`config.mk`:
```
export PLATFORM = sky130hd
export DESIGN_NAME = picosoc_bus_arbiter
export DESIGN_NICKNAME = d
export VERILOG_FILES = /design/src/rtl/picosoc_bus_arbiter.sv
export SDC_FILE = /design/constraint.sdc
export NUM_CORES = 1
export LEC_CHECK = 0
export CAP_MARGIN = 30
export CORE_AREA = 2 2 120 122
export CTS_BUF_LIST = sky130_fd_sc_hd__clkbuf_2 sky130_fd_sc_hd__clkbuf_4 sky130_fd_sc_hd__clkbuf_8
export DETAILED_ROUTE_END_ITERATION = 16
export DIE_AREA = 0 0 122 124
export GPL_TIMING_DRIVEN = 0
export HOLD_SLACK_MARGIN = 0.12
export SYNTH_ARGS = -nofsm -noshare
export SYNTH_HDL_FRONTEND = slang
export SYNTH_SLANG_ARGS = --single-unit
```
`constraint.sdc`:
```
create_clock -name clk -period 3.3 [get_ports clk]
set_input_delay 0.495 -clock clk [delete_from_list [all_inputs] [get_ports clk]]
set_output_delay 0.495 -clock clk [all_outputs]
set_load 0.05 [all_outputs]
```
`src/rtl/picosoc_bus_arbiter.sv`:
```
// Two-master round-robin arbiter in front of the PicoSoC valid/ready memory bus,
// with a bus watchdog that force-completes transactions the slave never answers.
module picosoc_bus_arbiter #(
  parameter logic [15:0] TIMEOUT_CYCLES = 16'd1024,
  parameter logic [31:0] TIMEOUT_RDATA  = 32'h0000_0000
) (
  input  logic        clk,
  input  logic        resetn,

  input  logic        m0_valid,
  output logic        m0_ready,
  input  logic [31:0] m0_addr,
  input  logic [31:0] m0_wdata,
  input  logic [3:0]  m0_wstrb,
  output logic [31:0] m0_rdata,

  input  logic        m1_valid,
  output logic        m1_ready,
  input  logic [31:0] m1_addr,
  input  logic [31:0] m1_wdata,
  input  logic [3:0]  m1_wstrb,
  output logic [31:0] m1_rdata,

  output logic        s_valid,
  input  logic        s_ready,
  output logic [31:0] s_addr,
  output logic [31:0] s_wdata,
  output logic [3:0]  s_wstrb,
  input  logic [31:0] s_rdata,

  output logic [1:0]  grant,
  output logic        timeout_irq
);

  typedef enum logic {
    IDLE = 1'b0,
    BUSY = 1'b1
  } state_t;

  state_t      state, state_nx;
  logic        last, last_nx;
  logic [1:0]  grant_q, grant_nx;
  logic [15:0] wd_cnt, wd_cnt_nx;
  logic        irq_q, irq_nx;

  logic        busy;
  logic        sel;
  logic        req_valid;
  logic        wd_fire;
  logic        done;
  logic        pick;
  logic [31:0] rdata_fwd;

  // Decode of the current transaction; everything here is combinational so the
  // slave-to-master ready/rdata path adds no latency.
  always_comb begin
    busy      = (state == BUSY);
    sel       = grant_q[1];
    req_valid = sel ? m1_valid : m0_valid;
    wd_fire   = busy && req_valid && !s_ready &&
                (TIMEOUT_CYCLES != 16'd0) && (wd_cnt == TIMEOUT_CYCLES);
    done      = busy && req_valid && (s_ready || wd_fire);
    rdata_fwd = wd_fire ? TIMEOUT_RDATA : s_rdata;
  end

  always_comb begin
    s_valid  = 1'b0;
    s_addr   = '0;
    s_wdata  = '0;
    s_wstrb  = '0;
    m0_ready = 1'b0;
    m1_ready = 1'b0;
    m0_rdata = '0;
    m1_rdata = '0;
    if (busy) begin
      s_valid = req_valid && !wd_fire;
      s_addr  = sel ? m1_addr  : m0_addr;
      s_wdata = sel ? m1_wdata : m0_wdata;
      // A timed-out write never reaches the slave, so its strobes are suppressed too.
      s_wstrb = wd_fire ? 4'b0000 : (sel ? m1_wstrb : m0_wstrb);
      if (sel) begin
        m1_ready = done;
        m1_rdata = rdata_fwd;
      end else begin
        m0_ready = done;
        m0_rdata = rdata_fwd;
      end
    end
  end

  assign grant       = grant_q;
  assign timeout_irq = irq_q;

  // Next-state logic; on contention the master that was not served last wins.
  always_comb begin
    state_nx  = state;
    last_nx   = last;
    grant_nx  = grant_q;
    wd_cnt_nx = wd_cnt;
    irq_nx    = 1'b0;
    pick      = m1_valid;
    if (m0_valid && m1_valid) begin
      pick = ~last;
    end
    unique case (state)
      IDLE: begin
        if (m0_valid || m1_valid) begin
          state_nx  = BUSY;
          grant_nx  = pick ? 2'b10 : 2'b01;
          wd_cnt_nx = '0;
        end
      end
      BUSY: begin
        if (done) begin
          state_nx = IDLE;
          last_nx  = sel;
          grant_nx = 2'b00;
          irq_nx   = wd_fire;
        end else if (!req_valid) begin
          state_nx = IDLE;
          grant_nx = 2'b00;
        end else if (wd_cnt != 16'hFFFF) begin
          wd_cnt_nx = wd_cnt + 16'd1;
        end
      end
      default: begin
        state_nx = IDLE;
        grant_nx = 2'b00;
      end
    endcase
  end

  always_ff @(posedge clk) begin
    if (!resetn) begin
      state   <= IDLE;
      last    <= 1'b1;
      grant_q <= 2'b00;
      wd_cnt  <= '0;
      irq_q   <= 1'b0;
    end else begin
      state   <= state_nx;
      last    <= last_nx;
      grant_q <= grant_nx;
      wd_cnt  <= wd_cnt_nx;
      irq_q   <= irq_nx;
    end
  end

endmodule

```
**After elaboration in Yosys (flattened, before gate mapping)**

Cells that the tools add are included.

- Bitwise operators: 2
- Eq/ne operators: 7
- Reduce and logical (&&, ||, !) cells: 14
- Add/sub/neg operators: 1
- Mux-type cells: 33

Operator list:

| kind | count |
|---|---|
| $mux 32 | 9 |
| $mux 16 | 4 |
| $pmux 16 s2 | 1 |
| $add 16x1->16 const B | 1 |
| $eq 16x11->1 const B | 1 |
| $ne 16x16->1 const B | 1 |
| $mux 4 | 3 |
| $mux 1 | 10 |
| $mux 2 | 4 |
| $logic_and 1x1->1 | 6 |
| $ne 2x1->1 const B | 2 |
| $ne 2x2->1 const B | 2 |
| $pmux 2 s2 | 1 |
| $reduce_and 2->1 | 2 |
| $reduce_and 4->1 | 1 |
| $ne 3x2->1 const B | 1 |
| $reduce_and 3->1 | 1 |
| $logic_not 1->1 | 2 |
| $logic_or 1x1->1 | 2 |
| $not 1->1 | 2 |
| $pmux 1 s2 | 1 |

- Output and inout bits: 138
- Flip-flop bits (word level): 21

**Longest topological paths before layout**

Gate-level depths: netlist of run 1.

- Depth in word-level cells: 8
- Gate-level depth with buffers: 9
- Gate-level depth less buffers: 7

**Worst setup path after synthesis of run 1**

OpenSTA, ideal clock, no wires.

- Path kind: reg2out
- Start: register grant_q[1] (netlist: grant[1])
- End: output s_addr[18]
- Stages on the path, launching flop included: 5
- Arrival: 2296 ps
- Setup slack: 509 ps
- Cells stage by stage: dfxtp_1 clkbuf_1 buf_1 mux2i_1 nor2b_1

- Cells in the longest elaborated chain, start to end: 2

Ends and longest elaborated chain:

| item | line | RTL |
|---|---|---|
| from (decl) | 42 | `logic [1:0] grant_q, grant_nx;` |
| from (signal assigned) | 143 | `grant_q <= grant_nx;` |
| $mux 32 | 77 | `s_addr = sel ? m1_addr : m0_addr;` |
| $mux 32 | 75 | `if (busy) begin` |
| to (decl) | 26 | `output logic [31:0] s_addr,` |

Every way passes these cells.

**Worst setup path in the final report of run 1**

- Start: input m1_valid
- End: output s_wstrb[1]

- Cells in the longest elaborated chain, start to end: 6

Ends and longest elaborated chain:

| item | line | RTL |
|---|---|---|
| from (decl) | 17 | `input logic m1_valid,` |
| $mux 1 | 59 | `req_valid = sel ? m1_valid : m0_valid;` |
| $logic_and 1x1->1 (2 in a row) | 60 | `wd_fire = busy && req_valid && !s_ready &&` |
| $logic_and 1x1->1 | 61 | `(TIMEOUT_CYCLES != 16'd0) && (wd_cnt == TIMEOUT_CYCLES);` |
| $mux 4 | 80 | `s_wstrb = wd_fire ? 4'b0000 : (sel ? m1_wstrb : m0_wstrb);` |
| $mux 4 | 75 |  |
| to (decl) | 28 | `output logic [3:0] s_wstrb,` |

Every way passes these cells.

==> results of run 1 <==
## metal layers
layer | vias up | wire length, um | global-route usage
li1 | 1958 | - | -
met1 | 1869 | 6200 | 0.227
met2 | 154 | 8260 | 0.352
met3 | 12 | 1030 | 0.0458
met4 | 0 | 199 | 0.0330
met5 | - | 0 | 0
## area by class of cell
cell class,count,area [um^2],area share
Timing Repair Buffer,311,2880,0.473
Multi-Input combinational cell,323,2330,0.384
Sequential cell,21,420,0.0692
Tap cell,180,225,0.0371
Buffer,30,154,0.0253
Clock buffer,3,41.3,0.00680
Inverter,6,22.5,0.00371
Clock inverter,1,5.00,0.000824
## Yosys cell counts, types with 2 or more instances
cell type	number
sky130_fd_sc_hd__a21oi_1	9
sky130_fd_sc_hd__a311oi_1	2
sky130_fd_sc_hd__a31oi_1	3
sky130_fd_sc_hd__and2_1	67
sky130_fd_sc_hd__and3_1	2
sky130_fd_sc_hd__and4_1	2
sky130_fd_sc_hd__buf_1	4
sky130_fd_sc_hd__clkbuf_1	22
sky130_fd_sc_hd__dfxtp_1	21
sky130_fd_sc_hd__ha_1	2
sky130_fd_sc_hd__inv_1	6
sky130_fd_sc_hd__mux2i_1	69
sky130_fd_sc_hd__nand2_1	19
sky130_fd_sc_hd__nand2b_1	4
sky130_fd_sc_hd__nand3_1	6
sky130_fd_sc_hd__nand3_2	2
sky130_fd_sc_hd__nand3b_1	3
sky130_fd_sc_hd__nand4_1	8
sky130_fd_sc_hd__nor2_1	16
sky130_fd_sc_hd__nor2b_1	65
sky130_fd_sc_hd__nor3_1	4
sky130_fd_sc_hd__nor4b_2	2
sky130_fd_sc_hd__o211ai_1	3
sky130_fd_sc_hd__o21a_1	5
sky130_fd_sc_hd__o21ai_0	4
sky130_fd_sc_hd__o221a_1	6
sky130_fd_sc_hd__or2_2	2
sky130_fd_sc_hd__or4_1	3
## kinds of logic (layout without fill, tap and decap cells)
| family | count (synthesis) | in the layout |
|---|---|---|
| muxes | 69 | 69 |
| AOI/OAI and AO/OA | 44 | 44 |
| and+or+nand+nor | 208 | 208 |
| adders and majority gates | 2 | 2 |
| DFF | 21 | 21 |
| buffers and inverters | 36 | 351 |
## cells in the final DEF (no fill, tap or decap), types with 3 or more instances in the layout
cell type	instances
sky130_fd_sc_hd__a21oi_1	8
sky130_fd_sc_hd__a31oi_1	3
sky130_fd_sc_hd__and2_1	67
sky130_fd_sc_hd__buf_2	4
sky130_fd_sc_hd__clkbuf_1	16
sky130_fd_sc_hd__clkbuf_2	61
sky130_fd_sc_hd__clkbuf_8	3
sky130_fd_sc_hd__clkdlybuf4s15_2	6
sky130_fd_sc_hd__clkdlybuf4s50_1	233
sky130_fd_sc_hd__dfxtp_1	21
sky130_fd_sc_hd__dlygate4sd2_1	4
sky130_fd_sc_hd__dlymetal6s2s_1	13
sky130_fd_sc_hd__inv_1	6
sky130_fd_sc_hd__mux2i_1	69
sky130_fd_sc_hd__nand2_1	19
sky130_fd_sc_hd__nand2b_1	4
sky130_fd_sc_hd__nand3_1	6
sky130_fd_sc_hd__nand3b_1	3
sky130_fd_sc_hd__nand4_1	8
sky130_fd_sc_hd__nor2_1	16
sky130_fd_sc_hd__nor2b_1	65
sky130_fd_sc_hd__nor3_1	4
sky130_fd_sc_hd__o211ai_1	3
sky130_fd_sc_hd__o21a_1	5
sky130_fd_sc_hd__o21ai_0	4
sky130_fd_sc_hd__o221a_1	6
sky130_fd_sc_hd__or4_1	3
## state kept, by name (all words and copies together) (netlist names)
register / count
wd_cnt: 16
busy: 1
timeout_irq: 1
grant: 2
last: 1
## tightest hold or removal path, stage by stage (launching register included)
cell and delay [ps]:
sky130_fd_sc_hd__dfxtp_1 320, sky130_fd_sc_hd__o21ai_0 70, sky130_fd_sc_hd__a21oi_1 60
## power groups by stage
stage,Sequential [W],Combinational [W],Clock (W)
2_1_floorplan,0.000271,0.000521,0
3_3_place_gp,0.000266,0.000975,0
3_5_place_dp,0.000266,0.000979,0
4_1_cts,0.000260,0.000964,0.000179
5_1_grt,0.000261,0.000999,0.000194
6_report,0.000260,0.000952,0.000184
## how the worst max path moves through the flow
stage | end | slack [ps] | startpoint | depth (start not counted)
6_report | s_wstrb[1] | 210 | m1_valid | 6
5_1_grt | m0_rdata[23] | 50 | wd_cnt[7] | 8
4_1_cts | s_wstrb[2] | -130 | m1_valid | 6
3_5_place_dp | s_wstrb[1] | -420 | m1_valid | 6
3_3_place_gp | s_wstrb[1] | -440 | m0_valid | 6
2_1_floorplan | s_addr[18] | 510 | grant[1] | 4
## metrics by stage
stage               hold slack, ps  setup slack [ps]
global placement               485              -441
finish                         495               210
detailed placement             490              -418
global route                   536              46.3
floorplan                      459               509
CTS                            501              -134
## repair_timing
action / CTS / global route
pin swaps: 0 / 0
setup endpoints to repair: 130 / 91
buffers inserted: 0 / 1
gates resized for setup: 95 / 118
==> results list, run 1 <==
* First-pass GRT wire length: 22,300 um
- By area, the combinational part of the netlist is dominated by simple AND/OR/NAND/NOR gates.
* Final max-slew violation count: 0
- Hold repair after CTS inserted 0 buffers.
- Across the run, the number of max-cap violations was 0.
* Initial antenna violation count: 0
- By area the synthesized netlist is led by sky130_fd_sc_hd__mux2i_1, sky130_fd_sc_hd__dfxtp_1, sky130_fd_sc_hd__and2_1, sky130_fd_sc_hd__nor2b_1, sky130_fd_sc_hd__clkbuf_1.
- Final core occ: 0.443
- Of all nets on the critical path, the largest fanout is 7.
- The analysis attributes to net switching a power of 0.000646 W.
- Leak pwr: 2.46 nW
- The worst register-to-register path begins at wd_cnt[0].
- Capture endpoint of the worst hold path: grant[0]
- The layout has 1,435 filler cells.
- Proportion of register bits with asynchronous set or reset after synthesis: 0
- Run status: finished clean
- Detailed-route vias per instance: 4.56
- The number of global-route vias before repair came to 4,035.
* Yosys top cell area share: 0.239
- For the final routed database, the setup TNS stands at 0 ps.
- The portion of synthesized area spent on multiplexers is 0.239.
- The compound-gate portion of the synthesized area came to 0.118.
- Summing internal, switching and leakage power gives 0.00140 W.
- On the critical path the largest part of the delay comes from buffers and inverters.
* Die height: 124 um
- The internal portion of the total power is 0.000750 W.
* Slew at the pin with the worst max-slew slack: 688 ps
- DRC violation total after the first TritonRoute iteration: 203
- Cell with the largest stage delay on the worst path: sky130_fd_sc_hd__dlygate4sd2_1
- Of the total power, the clock network draws 0.132.
- Syn-to-layout area delta: 110%
- The tree built by TritonCTS fans out to 21 sinks.
- In this run the tool buffered the top-level ports with 310 buffer cells.
* Clock root buffer master: sky130_fd_sc_hd__clkbuf_8
* Min-Delay Path Depth: 2
* Critical Path RT: 2800 ps
- Xor/xnor cell area share of the yosys netlist: 0
- The synthesized design spends more area on one cell type than any other, namely sky130_fd_sc_hd__mux2i_1.
* Largest net degree at the start of global routing: 13
- After floorplanning, the core was divided into 43 placement rows.
* Number of instances in the synthesized netlist: 380
* Fmax: 324 MHz
* Fraction of final layout cells sized beyond drive strength 1: 0.132
* Total I/O pin count: 311
- Hold Fails Final Rpt: 0
- Basic-gate share of the synthesized area counting and, or, nand and nor cells: 0.432
- Unique cell type count in the Yosys netlist: 47
- Register-to-register path setup slack: 1150 ps
- Post-Layout Inst Area: 6080 um^2
- Count of yosys warnings during synthesis: 0
- Core area: 13,700 um^2
- Once detail routing completed, the nets flagged for antenna violations numbered 0.
- The number of buffers and inverters on the critical path is 2.
* Clock tree from TritonCTS: done
- Post-synthesis sequential element count: 21
- Summed over all layers, the routed wires come to 15,700 um.
- For the worst-skew pair, the clock arrives at the later sink with an insertion delay of 280 ps.
- The initial utilization of the core area, before any placement, comes to 0.211.
* Synth Flop Type: sky130_fd_sc_hd__dfxtp_1
- For this run, design rule violations remaining after detail routing come to 0.
* Sequential share of power: 0.186
- The worst setup path is of the input pin to primary output kind.
- Across every metal layer, demand over resource in global routing totals 0.191.
* First-pass detailed-route iteration total: 5
- VDD sags by at most 138 uV.
- Clock Pin Slew Worst Setup and Hold Paths: 80 ps
* Count of final setup violators: 0
- For the worst flop-to-flop path, the logic depth is 8.
- Destination of the worst register-to-register timing path: wd_cnt[10]
- For this design the ratio of total power to cell area is 230 nW/um^2.
* Global placement routability congestion: 0.868
- Number of buffers between clock root and the deepest sink: 2
- Antenna Cells: 0
* Area of the die: 15,100 um^2
* Final worst-path cycle share: 0.936
- Nets in the synthesized netlist: 555
- Worst Clk Skew: 11.8 ps
* Post-layout instance count excluding filler cells: 875
* Synthesized area divided by synthesized cell count: 7.61 um^2
- Vias: 3,993
- The placed instances occupy a cell area of 6220 um^2.
- Summing every instance area after synthesis gives 2890 um^2.
- EDFF count, synth: 0
- At the end of the flow, the number of nets in the layout was 871.
* Worst Path Arrival: 2600 ps
* Setup crit end kind: primary output
- Of the total power, the share spent switching nets is 0.463.
- Traced cell by cell, the critical path runs through clkdlybuf4s50_1 > mux2i_1 > nand2b_1 > o31ai_4 > nor2_1 > dlygate4sd2_1.
- The share of total power dissipated in combinational logic is 0.682.
- HPWL after detailed placement: 13,600 um
- After detailed routing, the average wire length per cell comes to 17.9 um.
* CP max stage delay: 570 ps
- Sequential-to-total area share from yosys stat: 0.145
- RSZ-0062 raised after global routing: false
* Number of levels the H-tree was split into: 1
- Of the total synthesized cell area, the portion taken by full adders, half adders and majority gates is 0.00866.
* Die extent in x: 122 um
* Worst setup SP type: input pin
- Counting I/O delays and the setup requirement, the final critical path takes 3090 ps.
* Min-Delay Path Class: flip-flop to flip-flop
- Remaining global-route overflow: 0
* Number of buffers added by the clock tree synthesis step: 3
* # placed instances: 870
- The worst hold path begins at grant[0].
- The worst pin sits at a relative slew slack of 0.538.
Power figures use the tool's default switching activity.
==> run 2, diff against run 1 <==
--- a/config.mk
+++ b/config.mk
@@ -12,6 +12,7 @@
 export DIE_AREA = 0 0 122 124
 export GPL_TIMING_DRIVEN = 0
 export HOLD_SLACK_MARGIN = 0.12
+export PLACE_DENSITY = 0.65
 export SYNTH_ARGS = -nofsm -noshare
 export SYNTH_HDL_FRONTEND = slang
 export SYNTH_SLANG_ARGS = --single-unit
==> constraint.sdc (replaced) <==
create_clock -name clk -period 2.6 [get_ports clk]
set_input_delay 0.39 -clock clk [delete_from_list [all_inputs] [get_ports clk]]
set_output_delay 0.39 -clock clk [all_outputs]
set_load 0.05 [all_outputs]
==> run 2 against run 1 <==
Sequential share of layout area fell by 0.25 points. Sequential power grew 28%. Wire length shrank 2.1%. Via count is 2.3% lower. Worst setup slack lost 110 ps. Largest cell class unchanged. Worst hold slack lost 40 ps.
==> results list, run 2 (synthesis results as in run 1) <==
- TritonCTS built the clock tree.
* Leading cell type in the layout, fill and taps excluded: sky130_fd_sc_hd__clkdlybuf4s50_1
- Worst Path Arrival: 2110 ps
- Number of nets with antenna violations after detailed routing: 0
- Hold Fails Final Rpt: 0
- Pin placement for this block handled 311 I/O pins.
- Setup repair after global routing could not meet its margin everywhere.
* Count of final setup violators: 0
- Detailed-route vias per instance: 4.44
- In the global route stage, overall resource usage came out at 0.189.
* Average routed wire per standard cell: 17.5 um
- Remaining global-route overflow: 0
* Fraction of final layout cells sized beyond drive strength 1: 0.338
* Leak pwr: 2.43 nW
- Along the worst hold path, the cell count comes to 1.
- Summing internal, switching and leakage power gives 0.00181 W.
- Final max-slew violation count: 0
* Number of levels the H-tree was split into: 1
- Fmax: 400 MHz
- The number of antenna violations at the first check in global routing came to 0.
* Worst reg-to-reg path cell count: 9
- Worst max-slew margin expressed relative to the limit: 0.541
* Area of the die: 15,100 um^2
* PwrDens: 283 nW/um^2
* Run status: finished clean
- The cell sitting at the root of the clock tree is a sky130_fd_sc_hd__clkbuf_8.
- DRC violation total after the first TritonRoute iteration: 219
* Critical Path RT: 2210 ps
- Worst Clk Skew: 6.43 ps
- Buffers inserted to repair hold after CTS numbered 0.
- Number of violations of the max-capacitance limit: 0
- Flip-flop count of the largest register after layout: 16
- OpenSTA, run right after detailed placement, puts the worst setup slack at -801 ps.
- Final-stage net count: 874
- The final layout contains routed wiring with a total length of 15,400 um.
- The finished cells cover 6380 um^2.
- For met1 alone, demand over resource in global routing was 0.229.
* Post-route minimum period: 2500 ps
- Antenna Cells: 0
- Die height: 124 um
- Met3 routing resource usage after global routing: 0.0353
- After clock tree synthesis, the clock-pin slew on the worst setup and hold paths is 80 ps.
- Once detailed placement completed, the half-perimeter wirelength came to 13,300 um.
- Final routed DRC violation total: 0
- Across all setup checks in the final design, the least slack found is 99.6 ps.
- Row generation in the floorplan step produced 43 rows.
- The area growth from synthesis to layout is 121%.
* Number of buffers added by the clock tree synthesis step: 3
- Hold is met by 456 ps.
* Most flop-heavy register: wd_cnt
- Max Fanout on Critical Path: 7
- Port-buffer cells: 310
* Register-to-register path setup slack: 420 ps
* Core area: 13,700 um^2
- Setup crit end kind: primary output
* Largest net degree at the start of global routing: 12
- The first global-routing pass estimated 22,200 um of wire.
* Worst Path Class, Setup: input pin to primary output
- Worst voltage drop across the vdd grid: 163 uV
* Number of buffers between clock root and the deepest sink: 2
- In this run the horizontal extent of the chip is 122 um.
- The number of global-route vias before repair is 3,944.
- Across all layers, the routed design uses 3,902 vias.
* First-pass detailed-route iteration total: 4
- Top library cells by usage in the layout, fill and taps aside: sky130_fd_sc_hd__clkdlybuf4s50_1, sky130_fd_sc_hd__and2_1, sky130_fd_sc_hd__mux2i_1
* Worst setup SP type: input pin
- After routing, the total negative slack on setup checks comes to 0 ps.
- The initial utilization of the core area, before any placement, comes to 0.211.
- Fraction of met2 tracks used by global routing: 0.339
- Clock latency on the worst-skew pair: 270 ps
- For the pin with the worst max-slew slack, the measured transition is 683 ps.
- Most utilized layer in the global route result: met2
- The congestion estimate from routability-driven global placement came to 0.845.
- Dividing the final minimum period by the clock period gives 0.962.
* Min-Delay Path Class: flip-flop to flip-flop
- After detailed placement, the total cell area comes to 6380 um^2.
* Clk sinks: 21
run 2: cell types whose count changed in the layout (fill, tap and decap cells not counted), moves of 10 or more:
cell                              delta
sky130_fd_sc_hd__buf_2              +33
sky130_fd_sc_hd__buf_4              +37
sky130_fd_sc_hd__clkbuf_2           -52
sky130_fd_sc_hd__clkdlybuf4s15_1    +10
sky130_fd_sc_hd__clkdlybuf4s15_2    +47
sky130_fd_sc_hd__clkdlybuf4s50_1    -59
sky130_fd_sc_hd__dlymetal6s2s_1     -13
sky130_fd_sc_hd__nor2b_1            -63
sky130_fd_sc_hd__nor2b_2            +63
run 2: worst max-delay path, cell delays in order:
cell                              delay [ps]
sky130_fd_sc_hd__clkdlybuf4s50_1         550
sky130_fd_sc_hd__mux2i_2                 270
sky130_fd_sc_hd__nand2b_2                240
sky130_fd_sc_hd__o31ai_4                  80
sky130_fd_sc_hd__buf_4                   150
sky130_fd_sc_hd__nor2_1                  220
sky130_fd_sc_hd__buf_6                   200
run 2: repair_timing:
item                       in CTS  in global routing
setup endpoints to repair     135                121
pin swaps                       1                  2
buffers inserted                3                  2
resized for setup             543                 94
run 2: stage by stage:
step / std cells / utilization
after floorplan: 380 / -
after global placement: 870 / 0.465
after detailed placement: 870 / 0.465
after CTS: 877 / 0.458
after global routing: 878 / 0.465
final: 878 / 0.465
run 2: final timing paths:
| kind | startpoint | endpoint |
|---|---|---|
| hold / removal | wd_cnt[0] | wd_cnt[0] |
| hold reg to reg | wd_cnt[0] | wd_cnt[0] |
| setup reg to reg | wd_cnt[0] | wd_cnt[10] |
| setup / recovery | m1_valid | s_wstrb[0] |
run 2: metal layers:
metal  wire (um)  vias up
li1            -     1958
met1        6040     1771
met2        8050      150
met3         888       23
met4         387        0
met5           0        -
run 2: layout make-up:
cell class | instances | area [um^2]
well taps | 180 | 225
inverters | 6 | 22.5
multi-input cells | 323 | 2530
fillers | 1420 | 7340
plain buffers | 29 | 188
repair buffers | 315 | 2940
clock buffers | 4 | 48.8
flip-flops and latches | 21 | 425
run 2: where the power goes:
group          internal [W]  leakage, nW  switching [W]
combinational      0.000535         2.23       0.000703
sequential         0.000326        0.171     0.00000585
clock              0.000120       0.0262       0.000116
total              0.000981         2.43       0.000825
